`src/rtl/io_timer_array_pkg.sv`:
```
// io_timer_pkg: shared constants and types for the io_timer_array slave.
// Holds the register offsets within each address block, the CTRL bit
// positions, the CTRL field struct and a helper that extracts CTRL from bus data.
// No ports (package).
package io_timer_pkg;

  localparam int DATA_W = 16;

  // Offsets inside a channel block
  localparam logic [1:0] CTRL_OFS     = 2'd0;
  localparam logic [1:0] RELOAD_OFS   = 2'd1;
  localparam logic [1:0] COUNT_OFS    = 2'd2;
  localparam logic [1:0] CAPTURE_OFS  = 2'd3;

  // Offsets inside the global block
  localparam logic [1:0] STATUS_OFS   = 2'd0;
  localparam logic [1:0] PRESCALE_OFS = 2'd1;

  // CTRL bit positions
  localparam int CTRL_EN_BIT       = 0;
  localparam int CTRL_PERIODIC_BIT = 1;
  localparam int CTRL_IRQEN_BIT    = 2;
  localparam int CTRL_W            = 3;

  typedef struct packed {
    logic irqEn;
    logic periodic;
    logic en;
  } ctrl_t;

  // Pull the CTRL fields out of a bus write word.
  function automatic ctrl_t unpackCtrl(input logic [DATA_W-1:0] d);
    ctrl_t c;
    c.en       = d[CTRL_EN_BIT];
    c.periodic = d[CTRL_PERIODIC_BIT];
    c.irqEn    = d[CTRL_IRQEN_BIT];
    return c;
  endfunction

endpackage

```
`src/rtl/io_timer_array_if.sv`:
```
// io_timer_array_if: demux-bus slave interface for io_timer_array.
// Signals:
//   nSel    - active-low slave select from the address decoder
//   write   - one-cycle write strobe, qualified by nSel=0
//   addr    - word address (ADDR_W bits)
//   dataIn  - write data
//   dataOut - read data driven by the slave
// Modports: master (CPU/decoder side), slave (timer side).
interface io_timer_array_if
  import io_timer_pkg::*;
#(
  parameter int ADDR_W = 5
);
  logic              nSel;
  logic              write;
  logic [ADDR_W-1:0] addr;
  logic [DATA_W-1:0] dataIn;
  logic [DATA_W-1:0] dataOut;

  modport master (output nSel, write, addr, dataIn, input dataOut);
  modport slave  (input nSel, write, addr, dataIn, output dataOut);
endinterface

```
`src/rtl/io_timer_array_timer_channel.sv`:
```
// timer_channel: one down-counter channel of io_timer_array.
// Holds CTRL, RELOAD, COUNT (and CAPTURE when enabled) and the expiry logic.
// Optional feature macro: TIMER_CAPTURE_EN (capture synchroniser + latch).
// Ports:
//   clk, rst     - clock, asynchronous active-high reset
//   i_tick       - one-cycle prescaler tick
//   i_ctrlWr     - write strobe for CTRL
//   i_reloadWr   - write strobe for RELOAD
//   i_wrData     - bus write data
//   i_capture    - raw asynchronous capture strobe
//   o_ctrl       - current CTRL fields
//   o_reload     - RELOAD register
//   o_count      - COUNT register
//   o_capture    - CAPTURE register (0 without TIMER_CAPTURE_EN)
//   o_event      - one-cycle pulse that sets this channel's pending bit
module timer_channel
  import io_timer_pkg::*;
#(
  parameter int WIDTH = 16
) (
  input  logic              clk,
  input  logic              rst,
  input  logic              i_tick,
  input  logic              i_ctrlWr,
  input  logic              i_reloadWr,
  input  logic [DATA_W-1:0] i_wrData,
  input  logic              i_capture,
  output ctrl_t             o_ctrl,
  output logic [WIDTH-1:0]  o_reload,
  output logic [WIDTH-1:0]  o_count,
  output logic [WIDTH-1:0]  o_capture,
  output logic              o_event
);

  ctrl_t            r_ctrl;
  logic [WIDTH-1:0] r_reload;
  logic [WIDTH-1:0] r_count;
  ctrl_t            w_newCtrl;
  logic             w_expire;

  assign w_newCtrl = unpackCtrl(i_wrData);
  assign w_expire  = r_ctrl.en & i_tick & (r_count == '0);

  always_ff @(posedge clk or posedge rst) begin
    if (rst) begin
      r_reload <= '0;
    end else if (i_reloadWr) begin
      r_reload <= i_wrData[WIDTH-1:0];
    end
  end

  // A CTRL write owns EN and COUNT for its cycle; an expiry on that same
  // edge still reaches the pending bit through o_event.
  always_ff @(posedge clk or posedge rst) begin
    if (rst) begin
      r_ctrl  <= '0;
      r_count <= '0;
    end else if (i_ctrlWr) begin
      r_ctrl <= w_newCtrl;
      if (!r_ctrl.en && w_newCtrl.en) begin
        r_count <= r_reload;
      end
    end else if (r_ctrl.en && i_tick) begin
      if (r_count == '0) begin
        if (r_ctrl.periodic) begin
          r_count <= r_reload;
        end else begin
          r_ctrl.en <= 1'b0;
        end
      end else begin
        r_count <= r_count - WIDTH'(1);
      end
    end
  end

`ifdef TIMER_CAPTURE_EN
  logic [1:0]       r_sync;
  logic             r_syncD;
  logic [WIDTH-1:0] r_capture;
  logic             w_capEvent;

  // Two-flop synchroniser plus a delayed copy for rising-edge detection:
  // input edge -> CAPTURE updated takes three clock edges.
  always_ff @(posedge clk or posedge rst) begin
    if (rst) begin
      r_sync  <= '0;
      r_syncD <= 1'b0;
    end else begin
      r_sync  <= {r_sync[0], i_capture};
      r_syncD <= r_sync[1];
    end
  end

  assign w_capEvent = r_sync[1] & ~r_syncD & r_ctrl.en;

  always_ff @(posedge clk or posedge rst) begin
    if (rst) begin
      r_capture <= '0;
    end else if (w_capEvent) begin
      r_capture <= r_count;
    end
  end

  assign o_capture = r_capture;
  assign o_event   = w_expire | w_capEvent;
`else
  logic w_unusedCapture;
  assign w_unusedCapture = i_capture;
  assign o_capture       = '0;
  assign o_event         = w_expire;
`endif

  assign o_ctrl   = r_ctrl;
  assign o_reload = r_reload;
  assign o_count  = r_count;

endmodule

```
`src/rtl/io_timer_array.sv`:
```
// io_timer_array: multi-channel bus timer slave on the demux bus.
// CHANNELS down-counters share one programmable prescaler; expiries set
// pending bits in STATUS (write-1-to-clear) and drive the registered,
// active-low interrupt line.
// Optional feature macro: TIMER_CAPTURE_EN (per-channel capture inputs).
// Ports:
//   clk        - system clock
//   rst        - asynchronous active-high reset
//   bus        - io_timer_array_if slave (nSel, write, addr, dataIn, dataOut)
//   i_capture  - per-channel capture strobes (ignored without the macro)
//   o_nIrq     - registered active-low interrupt
module io_timer_array
  import io_timer_pkg::*;
#(
  parameter int CHANNELS   = 4,
  parameter int WIDTH      = 16,
  parameter int PRESCALE_W = 8
) (
  input  logic                clk,
  input  logic                rst,
  io_timer_array_if.slave     bus,
  input  logic [CHANNELS-1:0] i_capture,
  output logic                o_nIrq
);

  localparam int ADDR_W = $clog2(CHANNELS + 1) + 2;
  localparam int BLK_W  = ADDR_W - 2;

  logic                  w_wr;
  logic [BLK_W-1:0]      w_blk;
  logic [1:0]            w_ofs;
  logic                  w_isGlobal;
  logic                  w_tick;
  logic                  w_prescaleWr;
  logic                  w_statusWr;
  logic [CHANNELS-1:0]   w_clrMask;
  logic [CHANNELS-1:0]   w_event;
  logic [CHANNELS-1:0]   w_irqEn;
  logic [CHANNELS-1:0]   w_ctrlWr;
  logic [CHANNELS-1:0]   w_reloadWr;
  ctrl_t                 w_ctrl    [CHANNELS];
  logic [WIDTH-1:0]      w_reload  [CHANNELS];
  logic [WIDTH-1:0]      w_count   [CHANNELS];
  logic [WIDTH-1:0]      w_capture [CHANNELS];

  logic [PRESCALE_W-1:0] r_prescale;
  logic [PRESCALE_W-1:0] r_preCnt;
  logic [CHANNELS-1:0]   r_pending;
  logic                  r_nIrq;

  assign w_wr         = ~bus.nSel & bus.write;
  assign w_blk        = bus.addr[ADDR_W-1:2];
  assign w_ofs        = bus.addr[1:0];
  assign w_isGlobal   = (w_blk == BLK_W'(CHANNELS));
  assign w_prescaleWr = w_wr & w_isGlobal & (w_ofs == PRESCALE_OFS);
  assign w_statusWr   = w_wr & w_isGlobal & (w_ofs == STATUS_OFS);
  assign w_clrMask    = w_statusWr ? bus.dataIn[CHANNELS-1:0] : '0;

  genvar k;
  generate
    for (k = 0; k < CHANNELS; k++) begin : g_chan
      assign w_ctrlWr[k]   = w_wr & (w_blk == BLK_W'(k)) & (w_ofs == CTRL_OFS);
      assign w_reloadWr[k] = w_wr & (w_blk == BLK_W'(k)) & (w_ofs == RELOAD_OFS);
      assign w_irqEn[k]    = w_ctrl[k].irqEn;

      timer_channel #(
        .WIDTH (WIDTH)
      ) u_chan (
        .clk        (clk),
        .rst        (rst),
        .i_tick     (w_tick),
        .i_ctrlWr   (w_ctrlWr[k]),
        .i_reloadWr (w_reloadWr[k]),
        .i_wrData   (bus.dataIn),
        .i_capture  (i_capture[k]),
        .o_ctrl     (w_ctrl[k]),
        .o_reload   (w_reload[k]),
        .o_count    (w_count[k]),
        .o_capture  (w_capture[k]),
        .o_event    (w_event[k])
      );
    end
  endgenerate

  // Prescaler counts down to 0, ticks for that one cycle, then reloads.
  // A PRESCALE write restarts the count from the new value.
  assign w_tick = (r_preCnt == '0);

  always_ff @(posedge clk or posedge rst) begin
    if (rst) begin
      r_prescale <= '0;
      r_preCnt   <= '0;
    end else if (w_prescaleWr) begin
      r_prescale <= bus.dataIn[PRESCALE_W-1:0];
      r_preCnt   <= bus.dataIn[PRESCALE_W-1:0];
    end else if (w_tick) begin
      r_preCnt   <= r_prescale;
    end else begin
      r_preCnt   <= r_preCnt - PRESCALE_W'(1);
    end
  end

  // Set beats clear when a W1C hits the same cycle as a new event.
  always_ff @(posedge clk or posedge rst) begin
    if (rst) begin
      r_pending <= '0;
      r_nIrq    <= 1'b1;
    end else begin
      r_pending <= (r_pending & ~w_clrMask) | w_event;
      r_nIrq    <= ~|(r_pending & w_irqEn);
    end
  end

  assign o_nIrq = r_nIrq;

  // Read mux: combinational from addr while selected, zero otherwise.
  always_comb begin
    bus.dataOut = '0;
    if (!bus.nSel) begin
      for (int i = 0; i < CHANNELS; i++) begin
        if (w_blk == BLK_W'(i)) begin
          case (w_ofs)
            CTRL_OFS:    bus.dataOut = DATA_W'(w_ctrl[i]);
            RELOAD_OFS:  bus.dataOut = DATA_W'(w_reload[i]);
            COUNT_OFS:   bus.dataOut = DATA_W'(w_count[i]);
            CAPTURE_OFS: bus.dataOut = DATA_W'(w_capture[i]);
            default:     bus.dataOut = '0;
          endcase
        end
      end
      if (w_isGlobal) begin
        case (w_ofs)
          STATUS_OFS:   bus.dataOut = DATA_W'(r_pending);
          PRESCALE_OFS: bus.dataOut = DATA_W'(r_prescale);
          default:      bus.dataOut = '0;
        endcase
      end
    end
  end

endmodule

```
`src/flat_wrapper.sv`:
```
// flat-port wrapper written by rule: the top's interface ports become plain ports
module io_timer_array_flat import io_timer_pkg::*;
#(
  parameter int CHANNELS   = 4,
  parameter int WIDTH      = 16,
  parameter int PRESCALE_W = 8
)
  (clk, rst, i_capture, o_nIrq, bus_nSel, bus_write, bus_addr, bus_dataIn, bus_dataOut);
  io_timer_array_if #(.ADDR_W(5)) bus_i ();
  input  logic clk;
  input  logic rst;
  input  logic [CHANNELS-1:0] i_capture;
  output logic o_nIrq;
  input wire logic [$bits(bus_i.nSel)-1:0] bus_nSel;
  input wire logic [$bits(bus_i.write)-1:0] bus_write;
  input wire logic [$bits(bus_i.addr)-1:0] bus_addr;
  input wire logic [$bits(bus_i.dataIn)-1:0] bus_dataIn;
  output wire logic [$bits(bus_i.dataOut)-1:0] bus_dataOut;
  assign bus_i.nSel = bus_nSel;
  assign bus_i.write = bus_write;
  assign bus_i.addr = bus_addr;
  assign bus_i.dataIn = bus_dataIn;
  assign bus_dataOut = bus_i.dataOut;
  io_timer_array #(.CHANNELS(CHANNELS), .WIDTH(WIDTH), .PRESCALE_W(PRESCALE_W)) u_core (.clk(clk), .rst(rst), .bus(bus_i), .i_capture(i_capture), .o_nIrq(o_nIrq));
endmodule
```
`config.mk`:
```
export PLATFORM = sky130hd
export DESIGN_NAME = io_timer_array_flat
export DESIGN_NICKNAME = d
export VERILOG_FILES = /design/src/rtl/io_timer_array_pkg.sv /design/src/rtl/io_timer_array_if.sv /design/src/rtl/io_timer_array_timer_channel.sv /design/src/rtl/io_timer_array.sv /design/src/flat_wrapper.sv
export SDC_FILE = /design/constraint.sdc
export NUM_CORES = 1
export LEC_CHECK = 0
export CAP_MARGIN = 20
export CORE_UTILIZATION = 50
export CTS_CLUSTER_DIAMETER = 200
export DETAILED_ROUTE_END_ITERATION = 7
export PLACE_DENSITY = 0.77
export SETUP_SLACK_MARGIN = 0.3
export SLEW_MARGIN = 20
export SYNTH_ARGS = -nofsm -noshare
export SYNTH_HDL_FRONTEND = slang
export SYNTH_HIERARCHICAL = 1
export SYNTH_SLANG_ARGS = --single-unit
```
`constraint.sdc`:
```
create_clock -name clk -period 3.6 [get_ports clk]
set_clock_uncertainty 0.2 [all_clocks]
set_input_delay 0.36 -clock clk [delete_from_list [all_inputs] [get_ports clk]]
set_output_delay 0.36 -clock clk [all_outputs]
set_load 0.05 [all_outputs]
```
* After elaboration in Yosys (flattened, before gate mapping)
Index checks and enable logic that the tools add are counted.
Operators by class: $add $sub $neg 5, equal/unequal tests 19, multiplexer cells 50, bitwise operators 29, reduce and logical (&&, ||, !) cells 37
Operators with widths (number):
- $mux W16 | 26
- $pmux W16 S4 | 4
- $logic_not A16 Y1 | 4
- $sub A16 B1 Y16 const B | 4
- $and A1 B1 Y1 | 24
- $reduce_and A3 Y1 | 8
- $mux W1 | 16
- $mux W8 | 2
- $pmux W8 S2 | 1
- $reduce_bool A2 Y1 | 8
- $ne A3 B3 Y1 const B | 4
- $and A4 B4 Y4 | 2
- $logic_and A1 B1 Y1 | 8
- $logic_not A8 Y1 | 1
- $ne A2 B1 Y1 const B | 4
- $ne A2 B2 Y1 const B | 4
- $sub A8 B1 Y8 const B | 1
- $eq A3 B2 Y1 const B | 2
- $logic_not A1 Y1 | 5
- $eq A2 B2 Y1 const B | 2
- $mux W4 | 1
- $not A4 Y4 | 1
- $or A4 B4 Y4 | 1
- $reduce_or A4 Y1 | 1
- 6 further kinds | 6
Word-level totals: register bits 161, input bits 29, output and inout port bits 17

* Longest topological paths before layout
Gate-level depths: netlist of run 1.
depth in word-level cells 8, mapped depth 11, depth with buffers taken out 9

* Cells and area by module
Netlist of run 1, hierarchy kept.
By module, submodules not included:
- timer_channel at u_core.g_chan[0].u_chan ... | instances 3, cells an instance 189, area an instance 1883.1 um^2, seq. area each 875.8 um^2
- io_timer_array | instances 1, cells an instance 378, area an instance 3115.5 um^2, seq. area each 526.8 um^2
- timer_channel at u_core.g_chan[3].u_chan | instances 1, cells an instance 195, area an instance 2019.4 um^2, seq. area each 875.8 um^2

* Worst setup path before layout of run 1
No wires, ideal clock.
kind input -> output, start point in bus_addr[1], end point out bus_dataOut[6], data arrival time 3.859 ns, slack -0.819 ns, cell stages on the path 7, path buffers 4, cells stage by stage buf_4 -> buf_2 -> buf_2 -> buf_2 -> o21a_1 -> o22ai_1 -> a2111oi_0
Between the ends: word-level cells in the longest chain between the ends 8, elaborated cells between the ends (all ways) 15, those cells by class eq/ne (3); mux (11); reduce/logical (1)
Ends and longest elaborated chain:
- from (decl) | RTL line flat_wrapper.sv:16 | input wire logic [$bits(bus_i.addr)-1:0] bus_addr;
- $eq A2 B2 Y1, or another cell as far along | RTL line io_timer_array.sv:122 | case (w_ofs)
- $pmux W16 S4 | RTL line io_timer_array.sv:122
- $mux W16 (4 in series) | RTL line io_timer_array.sv:121 | if (w_blk == BLK_W'(i)) begin
- $mux W16 * | RTL line io_timer_array.sv:131 | if (w_isGlobal) begin
- $mux W16 * | RTL line io_timer_array.sv:119 | if (!bus.nSel) begin
- to (decl) | RTL line flat_wrapper.sv:18 | output wire logic [$bits(bus_i.dataOut)-1:0] bus_dataOut;
Mark *: on every way between the ends. The rest lies on a longest branch, timed or not.

* Final worst setup path of run 1
start point in bus_addr[3], end point out bus_dataOut[6]
Between the ends: word-level cells in the longest chain between the ends 7, elaborated cells between the ends (all ways) 11, those cells by class eq/ne (4); mux (6); reduce/logical (1)
Ends and longest elaborated chain (RTL line):
- $logic_not A3 Y1 | io_timer_array.sv:121
- $mux W16 (4 in series) | io_timer_array.sv:121
- $mux W16 * | io_timer_array.sv:131
- $mux W16 * | io_timer_array.sv:119
Marked as above.

==> impl_metrics.ini, run 1 <==
[timing]
fin_ws_ns = 0.2606
tightest_slew_ns = 0.9834
slew_viol_final = 0
max_freq_mhz = 299.5
setup_viol = 0
max_slew_margin_pct = 34.44
rsz0062_at_grt = false
report.final.hold_viol_count = 0
period_minus_slack_ns = 3.339
fin_tns_setup_ns = 0
period_share_pct = 92.76

[power]
ir_drop_uv = 479.0
p_leak_uw = 0.005299
p_per_area_mw_per_mm2 = 592.1
power_uw = 7302

[synth]
ys_ff_latch = 161
synthFlopType = dfrtp_1
ys_async_sr_fraction_pct = 100.0
synth-seq-area-share_pct = 37.37
ys_types = 70
yosysWarnings = 6
syn_inst = 1140
syn_avg_cell_area_um2 = 9.460
synth_edf_count = 0
netlist_area_mm2 = 0.01078

[clock_tree]
cts_root_buf = clkbuf_16
h-tree-depth = 4
cts_buffer_depth = 2
clock_sinks = 161
cts_buffers = 17
clkLatencyLatePin_ns = 0.43
cts_tree = yes
clkTransAtPathRegs_ns = 0.06
cts_hold_buf = 0

[critical_path]
critPathSlowestCell = a221oi_1
crit_fanout = 8
arrival_ns = 2.78
cp_top_family = compound AO/OA/AOI/OAI gates
crit_chain = clkdlybuf4s50_1, or3b_2, a221oi_1, a2111oi_4, buf_12
cp_num_buf_inv = 2
crit_required_ns = 3.04
crit_type = in -> out
cp_slowest_stage_delay_ns = 0.81
startpoint_type = input pin
critPathCaptureType = output pin

[global_routing]
grt_antenna_before_repair = 0
grt_pass1_vias = 8832
grt_overflow = 0
grt_pass1_wl_um = 50370
grt_start_max_net_pins = 59
track_usage_pct = 30.07

[die]
initial_core_util_pct = 51.14
pin_count = 46
std_cell_rows = 53
dieHeight_um = 148.9
die-width_um = 148.9
die-area_mm2 = 0.02216
core_mm2 = 0.02109

[finish]
drive_gt1_share_pct = 23.94
area_growth_pct = 14.36
n_antenna_cell = 0
fill_cells = 1800
final_nets = 1229

[routing]
drtPass1Iterations = 6
ant_nets = 0
drc = 0
drt-vias-per-instance = 6.466
num_vias = 9557
drt_iter0_drc = 1210
post_drt_wl_per_cell_um = 22.19
finalWirelength_um = 32800

[place]
place_hpwl_um = 22820
gp_congestion = 0.9582
dpl_worst_slack_ns = 0.3156
io_buffers = 41

[min_path]
hp-class = reg -> reg

[run_status]
status = completed

[run]
cap_violations = 0
## what timing repair did
action / 4_1_cts / 5_1_grt
buffers inserted: 0 / 11
endpoints found under the setup margin: 0 / 31
gates resized for setup: 0 / 13
## metal layers
| metal | part of all wire (%) | wire length (um) | vias up | GRT usage [%] |
|---|---|---|---|---|
| met2 | 45 | 14750 | 548 | 46.05 |
| met4 | 2.9 | 958 | 0 | 11.02 |
| met3 | 9.3 | 3059 | 68 | 7.737 |
| li1 | - | - | 4281 | - |
| met5 | 0 | 0 | - | 0 |
| met1 | 43 | 14030 | 4660 | 40.98 |
## area by class of cell
type / count / area, um2 / share of cell area (%)
Multi-Input combinational cell: 880 / 6225 / 50.47
Clock inverter: 14 / 212.7 / 1.725
Timing Repair Buffer: 107 / 996.0 / 8.075
Tap cell: 275 / 344.1 / 2.790
Clock buffer: 18 / 439.2 / 3.561
Sequential cell: 161 / 4030 / 32.68
Inverter: 23 / 86.33 / 0.7000
## worst register-to-register path: cells and delay by family, from the launching register on
family          cells  cell delay [ns]
buf+inv             2             0.30
simple gates        4             1.77
flops               1             0.42
compound gates      2             0.39
## worst paths after layout
kind | startpoint | to | slack (ns) | depth (start not counted)
worst max register to register | u_core/r_preCnt[2]$_DFF_PP0_ | u_core/g_chan[3].u_chan/o_count[15]$_DFFE_PP0P_ | 0.39 | 8
worst max-delay path | bus_addr[3] | bus_dataOut[6] | 0.26 | 5
min in group asynchronous | rst | u_core/g_chan[3].u_chan/o_reload[3]$_DFFE_PP0P_ | 0.37 | 3
worst min register to register | u_core/g_chan[3].u_chan/o_ctrl[2]$_DFFE_PP0P_ | u_core/o_nIrq$_DFF_PP1_ | 0.31 | 1
worst min-delay path | u_core/g_chan[3].u_chan/o_ctrl[2]$_DFFE_PP0P_ | u_core/o_nIrq$_DFF_PP1_ | 0.31 | 1
max in group asynchronous | rst | u_core/r_prescale[4]$_DFFE_PP0P_ | 2.24 | 2
## state kept, by name, indices dropped and copies added, names as in the netlist
signal                         cells
u_core/g_chan.u_chan/o_count      64
u_core/r_preCnt                    8
u_core/r_prescale                  8
u_core/o_nIrq                      1
u_core/g_chan.u_chan/o_ctrl       12
u_core/g_chan.u_chan/o_reload     64
u_core/r_pending                   4
## kinds of logic (layout without fill, tap and decap cells)
logic type,Yosys count,after routing,synth area share [%]
AOI/OAI and AO/OA,341,341,21.33
other,4,64,0.1392
adders and majority gates,10,10,1.160
buffers and inverters,159,162,8.446
and+or+nand+nor,307,307,15.16
muxes,156,156,16.23
xor gates and xnor gates,2,2,0.1625
DFF,161,161,37.37
## synth_stat cells (8+ instances only)
master	count	area share (%)
buf_2	23	1.1
inv_1	23	0.80
nand3_1	10	0.46
mux2i_1	32	3.0
a21oi_1	70	3.2
o21ai_0	34	1.6
buf_1	12	0.42
nor2_1	77	2.7
o21a_1	16	1.1
buf_4	70	4.9
ha_1	10	1.2
nand2_1	61	2.1
dfrtp_1	160	37
o21ai_1	58	2.7
or4_1	12	0.84
o22a_1	8	0.65
clkbuf_1	28	0.97
nor3b_1	12	0.84
a22oi_1	27	1.9
a221oi_1	41	3.3
mux2_2	121	13
o2bb2ai_1	16	1.3
or3_1	8	0.46
nor3_1	52	2.4
nor4_1	16	0.93
## report_power, final
part           switching, uW  leakage [uW]  total (uW)  internal, uW
logic                   1360       0.00290        2440          1070
registers                601       0.00208        2850          2240
clock network            772      0.000320        2020          1250
## through the flow
stage | hold WS (ns) | instances | instance area, um2 | util (%)
after floorplan | 0.1358 | 1200 | 11050 | -
after global placement | 0.2880 | 1435 | 11490 | 54.50
after detailed placement | 0.2918 | 1435 | 11490 | 54.50
after CTS | 0.2983 | 1467 | 12150 | 57.59
after global routing | 0.3118 | 1478 | 12330 | 58.48
final | 0.3077 | 1478 | 12330 | 58.48
## placed cells by master (no fill, tap or decap), types with 27 or more instances in the layout
master and instances:
dfrtp_1 160, mux2_2 121, nor2_1 77, buf_4 72
a21oi_1 68, conb_1 64, nand2_1 61, o21ai_1 58
nor3_1 52, a221oi_1 37, o21ai_0 34, mux2i_1 32
a22oi_1 27
Power figures use the tool's default switching activity.
==> inputs of run 2 (changes only) <==
--- a/config.mk
+++ b/config.mk
@@ -9,6 +9,7 @@
 export CORE_UTILIZATION = 50
 export CTS_CLUSTER_DIAMETER = 200
 export DETAILED_ROUTE_END_ITERATION = 7
+export MAX_ROUTING_LAYER = met4
 export PLACE_DENSITY = 0.77
 export SETUP_SLACK_MARGIN = 0.3
 export SLEW_MARGIN = 20
==> impl_metrics.ini, run 2 (same netlist as run 1, synthesis figures left out) <==
[critical_path]
crit_type = in -> out
crit_fanout = 7
arrival_ns = 2.72
critPathCaptureType = output pin
startpoint_type = input pin
crit_required_ns = 3.04

[die]
pin_count = 46
core_mm2 = 0.02109
initial_core_util_pct = 51.14
dieHeight_um = 148.9
die-width_um = 148.9
die-area_mm2 = 0.02216
std_cell_rows = 53

[clock_tree]
cts_tree = yes
clkLatencyLatePin_ns = 0.44
h-tree-depth = 4
cts_buffers = 17
cts_root_buf = clkbuf_16
clock_sinks = 161
cts_buffer_depth = 2
clkTransAtPathRegs_ns = 0.06

[timing]
setup_viol = 0
period_share_pct = 91.25
max_freq_mhz = 304.4
hold_slack_ns = 0.3101
rsz0062_at_grt = true
slew_viol_final = 0
report.final.hold_viol_count = 0
fin_tns_setup_ns = 0
tightest_slew_ns = 0.9152
period_minus_slack_ns = 3.285
max_slew_margin_pct = 38.18

[min_path]
hp-class = reg -> reg

[finish]
fill_cells = 1774
drive_gt1_share_pct = 23.15
n_antenna_cell = 0
multi_input_area_mm2 = 0.006206
regArea_mm2 = 0.004030
final_common_cell = dfrtp_1
final_nets = 1218
mostFrequentLayoutCells = dfrtp_1, mux2_2, nor2_1, a21oi_1, conb_1
area_growth_pct = 13.24

[global_routing]
track_usage_pct = 30.84
grt_start_max_net_pins = 56
grt_overflow = 0
grt_pass1_wl_um = 50200
grt_pass1_vias = 8673
grt_antenna_before_repair = 0

[power]
p_per_area_mw_per_mm2 = 579.7
ir_drop_uv = 392.6
power_uw = 7079
p_leak_uw = 0.005229

[routing]
ant_nets = 0
drt_iter0_drc = 999
num_vias = 9515
drtPass1Iterations = 5
post_drt_wl_per_cell_um = 21.79
drt-vias-per-instance = 6.486
drc = 0
finalWirelength_um = 31960

[run]
cap_violations = 0

[place]
gp_congestion = 1.002
io_buffers = 41
place_hpwl_um = 22360

[run_status]
status = completed
[run 2: cell types whose count changed in the layout (fill, tap and decap cells not counted), moves of 2 or more]
cell,change
clkinvlp_4,+3
a21oi_2,-2
buf_12,+3
clkdlybuf4s50_1,-2
a221oi_2,+2
buf_4,-14
a221oi_1,-2
bufinv_16,-3
a21oi_1,+2
[run 2: routing by layer]
metal | global-route usage [%] | routed length [um] | up-vias
met4 | 9.847 | 847 | 0
met2 | 45.37 | 14410 | 503
met3 | 5.535 | 2811 | 64
li1 | - | - | 4275
met1 | 43.02 | 13900 | 4673
met5 | - | 0 | -
[run 2: where the power goes]
| group | switching [uW] | total, uW | internal, uW | leakage (uW) |
|---|---|---|---|---|
| clock network | 791 | 1850 | 1060 | 0.000282 |
| registers | 586 | 2830 | 2240 | 0.00208 |
| logic | 1350 | 2400 | 1050 | 0.00286 |
[run 2: metrics by stage]
step / util [%] / worst slack, ns / instances / cell area [um2]
3_3_place_gp: 54.55 / 0.3117 / 1433 / 11500
4_1_cts: 57.45 / 0.3228 / 1465 / 12110
3_5_place_dp: 54.55 / 0.2677 / 1433 / 11500
2_1_floorplan: - / 0.3504 / 1200 / 11050
5_1_grt: 57.91 / 0.2854 / 1467 / 12210
6_report: 57.91 / 0.3151 / 1467 / 12210
[run 2: final cells by class]
type | count | share of cell area (%)
multi-input cells | 880 | 50.82
flip-flops and latches | 161 | 33.00
repair buffers | 96 | 7.797
clock buffers | 20 | 3.740
well taps | 275 | 2.818
clock inverters | 12 | 1.086
inverters | 23 | 0.7377
[run 2: final timing paths]
path,to,slack [ns],startpoint,cells past startpoint
min in group asynchronous,u_core/g_chan[3].u_chan/o_reload[2]$_DFFE_PP0P_,0.42,rst,3
max,bus_dataOut[7],0.32,bus_addr[3],5
max in group asynchronous,u_core/r_pending[0]$_DFF_PP0_,2.19,rst,2
min,u_core/o_nIrq$_DFF_PP1_,0.31,u_core/r_pending[3]$_DFF_PP0_,1
max reg2reg,u_core/g_chan[2].u_chan/o_count[1]$_DFFE_PP0P_,0.40,u_core/r_preCnt[2]$_DFF_PP0_,10
min reg2reg,u_core/o_nIrq$_DFF_PP1_,0.31,u_core/r_pending[3]$_DFF_PP0_,1
[run 2: worst max-delay path, cell delays in order]
cell and delay, ns:
clkdlybuf4s50_1 0.64, or3b_2 0.60, a221oi_1 0.78, a2111oi_4 0.13
buf_12 0.21
[run 2: repair_timing]
item | 4_1_cts | 5_1_grt
endpoints found under the setup margin | 8 | 16
gates resized for setup | 4 | 10
endpoints found under the hold margin | 0 | 0
hold buffers | 0 | 0
buffers inserted | 0 | 2
==> inputs of run 3 (changes only) <==
--- a/config.mk
+++ b/config.mk
@@ -5,10 +5,12 @@
 export SDC_FILE = /design/constraint.sdc
 export NUM_CORES = 1
 export LEC_CHECK = 0
+export ABC_CLOCK_PERIOD_IN_PS = 3530
 export CAP_MARGIN = 20
 export CORE_UTILIZATION = 50
 export CTS_CLUSTER_DIAMETER = 200
 export DETAILED_ROUTE_END_ITERATION = 7
+export GPL_TIMING_DRIVEN = 1
 export MAX_ROUTING_LAYER = met4
 export PLACE_DENSITY = 0.77
 export SETUP_SLACK_MARGIN = 0.3
==> constraint.sdc (replaced) <==
create_clock -name clk -period 3.53 [get_ports clk]
set_clock_uncertainty 0.2 [all_clocks]
set_input_delay 0.353 -clock clk [delete_from_list [all_inputs] [get_ports clk]]
set_output_delay 0.353 -clock clk [all_outputs]
set_load 0.05 [all_outputs]
==> impl_metrics.ini, run 3 (same netlist as run 1, synthesis figures left out) <==
[clock_tree]
clock_sinks = 161
cts_root_buf = clkbuf_16
h-tree-depth = 4
cts_tree = yes
clkLatencyLatePin_ns = 0.44
cts_buffer_depth = 2
clkTransAtPathRegs_ns = 0.07
cts_buffers = 17

[critical_path]
crit_fanout = 7
critPathCaptureType = flip-flop
crit_chain = or4_4, or4b_4, inv_2, buf_4, nand2b_1, a21oi_2, o31a_1, buf_4, o211ai_1, o21ai_1
arrival_ns = 3.30
r2r_end = u_core/g_chan[2].u_chan/o_count[1]$_DFFE_PP0P_
regToRegSetupSlack_ns = 0.40
critPathSlowestCell = or4b_4
critPathLaunch = u_core/r_preCnt[2]$_DFF_PP0_
reg2reg_from = u_core/r_preCnt[2]$_DFF_PP0_
reg2reg_depth = 10
cpMostUsedCell = buf_4
crit_required_ns = 3.70
crit_type = reg -> reg
cp_num_buf_inv = 3
cp_top_family = simple AND/OR/NAND/NOR gates
cp_slowest_stage_delay_ns = 0.59
startpoint_type = flip-flop

[die]
die-width_um = 148.9
initial_core_util_pct = 51.14
die-area_mm2 = 0.02216
pin_count = 46
core_mm2 = 0.02109
std_cell_rows = 53
dieHeight_um = 148.9

[min_path]
min_to = u_core/o_nIrq$_DFF_PP1_
hp-class = reg -> reg
whs_path_depth = 1
hold_start = u_core/r_pending[3]$_DFF_PP0_

[finish]
drive_gt1_share_pct = 23.88
n_antenna_cell = 0
mostFrequentLayoutCells = dfrtp_1, mux2_2, nor2_1, buf_4, a21oi_1
area_growth_pct = 13.96
final_nets = 1228
final_common_cell = dfrtp_1

[timing]
slew_viol_final = 0
period_minus_slack_ns = 3.134
setup_viol = 0
rsz0062_at_grt = true
max_slew_margin_pct = 42.17
hold_slack_ns = 0.2937
report.final.hold_viol_count = 0
fin_tns_setup_ns = 0
tightest_slew_ns = 0.8665
period_share_pct = 88.78
max_freq_mhz = 319.1

[place]
io_buffers = 41
place_hpwl_um = 22990
gp_congestion = 1.017

[routing]
drt_iter0_drc = 1100
post_drt_wl_per_cell_um = 22.18
finalWirelength_um = 32760
drtPass1Iterations = 8
drc = 0
drt-vias-per-instance = 6.499
num_vias = 9599
ant_nets = 0

[power]
p_leak_uw = 0.005291
ir_drop_uv = 410.8
p_per_area_mw_per_mm2 = 597.1

[run_status]
status = completed

[global_routing]
grt_pass1_wl_um = 50960
grt_pass1_vias = 8861
grt_antenna_before_repair = 0
grt_overflow = 0
grt_start_max_net_pins = 52
track_usage_pct = 31.52

[run]
cap_violations = 0
run 3: cell types whose count changed in the layout (fill, tap and decap cells not counted), sizes merged:
cell           before  now
bufinv              2    3
dlymetal6s2s        1    2
clkdlybuf4s50      21   20
clkinv              6    4
buf                73   83
inv                23   24
run 3: area by class of cell:
type	instances	area [um2]
inverter	23	86.33
multi-input combinational	880	6213
timing repair buffer	106	992.2
fill	1825	8798
clock buffer	20	466.7
sequential	161	4030
clock inverter	12	156.4
tap	275	344.1
run 3: what timing repair did:
action | 4_1_cts | 5_1_grt
resized for setup | 10 | 6
endpoints found under the setup margin | 14 | 30
setup buffers | 7 | 1
hold endpoints to repair | 0 | 0
hold buffers | 0 | 0
pin swaps | 1 | 0
run 3: where the power goes:
part           internal (uW)  switching (uW)
clock                   1170             803
sequential              2290             597
combinational           1080            1400
run 3: how the worst max path moves through the flow:
stage / endpoint / depth (start not counted) / slack, ns
6_report: u_core/g_chan[2].u_chan/o_count[1]$_DFFE_PP0P_ / 10 / 0.40
5_1_grt: u_core/g_chan[2].u_chan/o_count[12]$_DFFE_PP0P_ / 10 / 0.30
4_1_cts: bus_dataOut[3] / 7 / 0.28
3_5_place_dp: u_core/g_chan[0].u_chan/o_count[15]$_DFFE_PP0P_ / 9 / 0.16
3_3_place_gp: bus_dataOut[3] / 6 / 0.16
2_1_floorplan: bus_dataOut[3] / 5 / 0.29
run 3: routing by layer:
metal / GRT usage (%) / part of all wire [%] / vias to the layer above
li1: - / - / 4277
met5: - / 0 / -
met2: 45.96 / 45 / 526
met1: 42.88 / 42 / 4704
met4: 11.94 / 3.6 / 0
met3: 6.758 / 9.1 / 92
run 3: metrics by stage:
step                      area (um2)  setup slack [ns]  utilization (%)  power, uW  instances
after detailed placement       11510            0.1615            54.57       5230       1437
after floorplan                11050            0.2944                -       4469       1200
after global placement         11510            0.1612            54.57       5130       1437
after global routing           12290            0.3017            58.28       7736       1477
final                          12290            0.3960            58.28       7337       1477
after CTS                      12260            0.2795            58.14       7264       1476
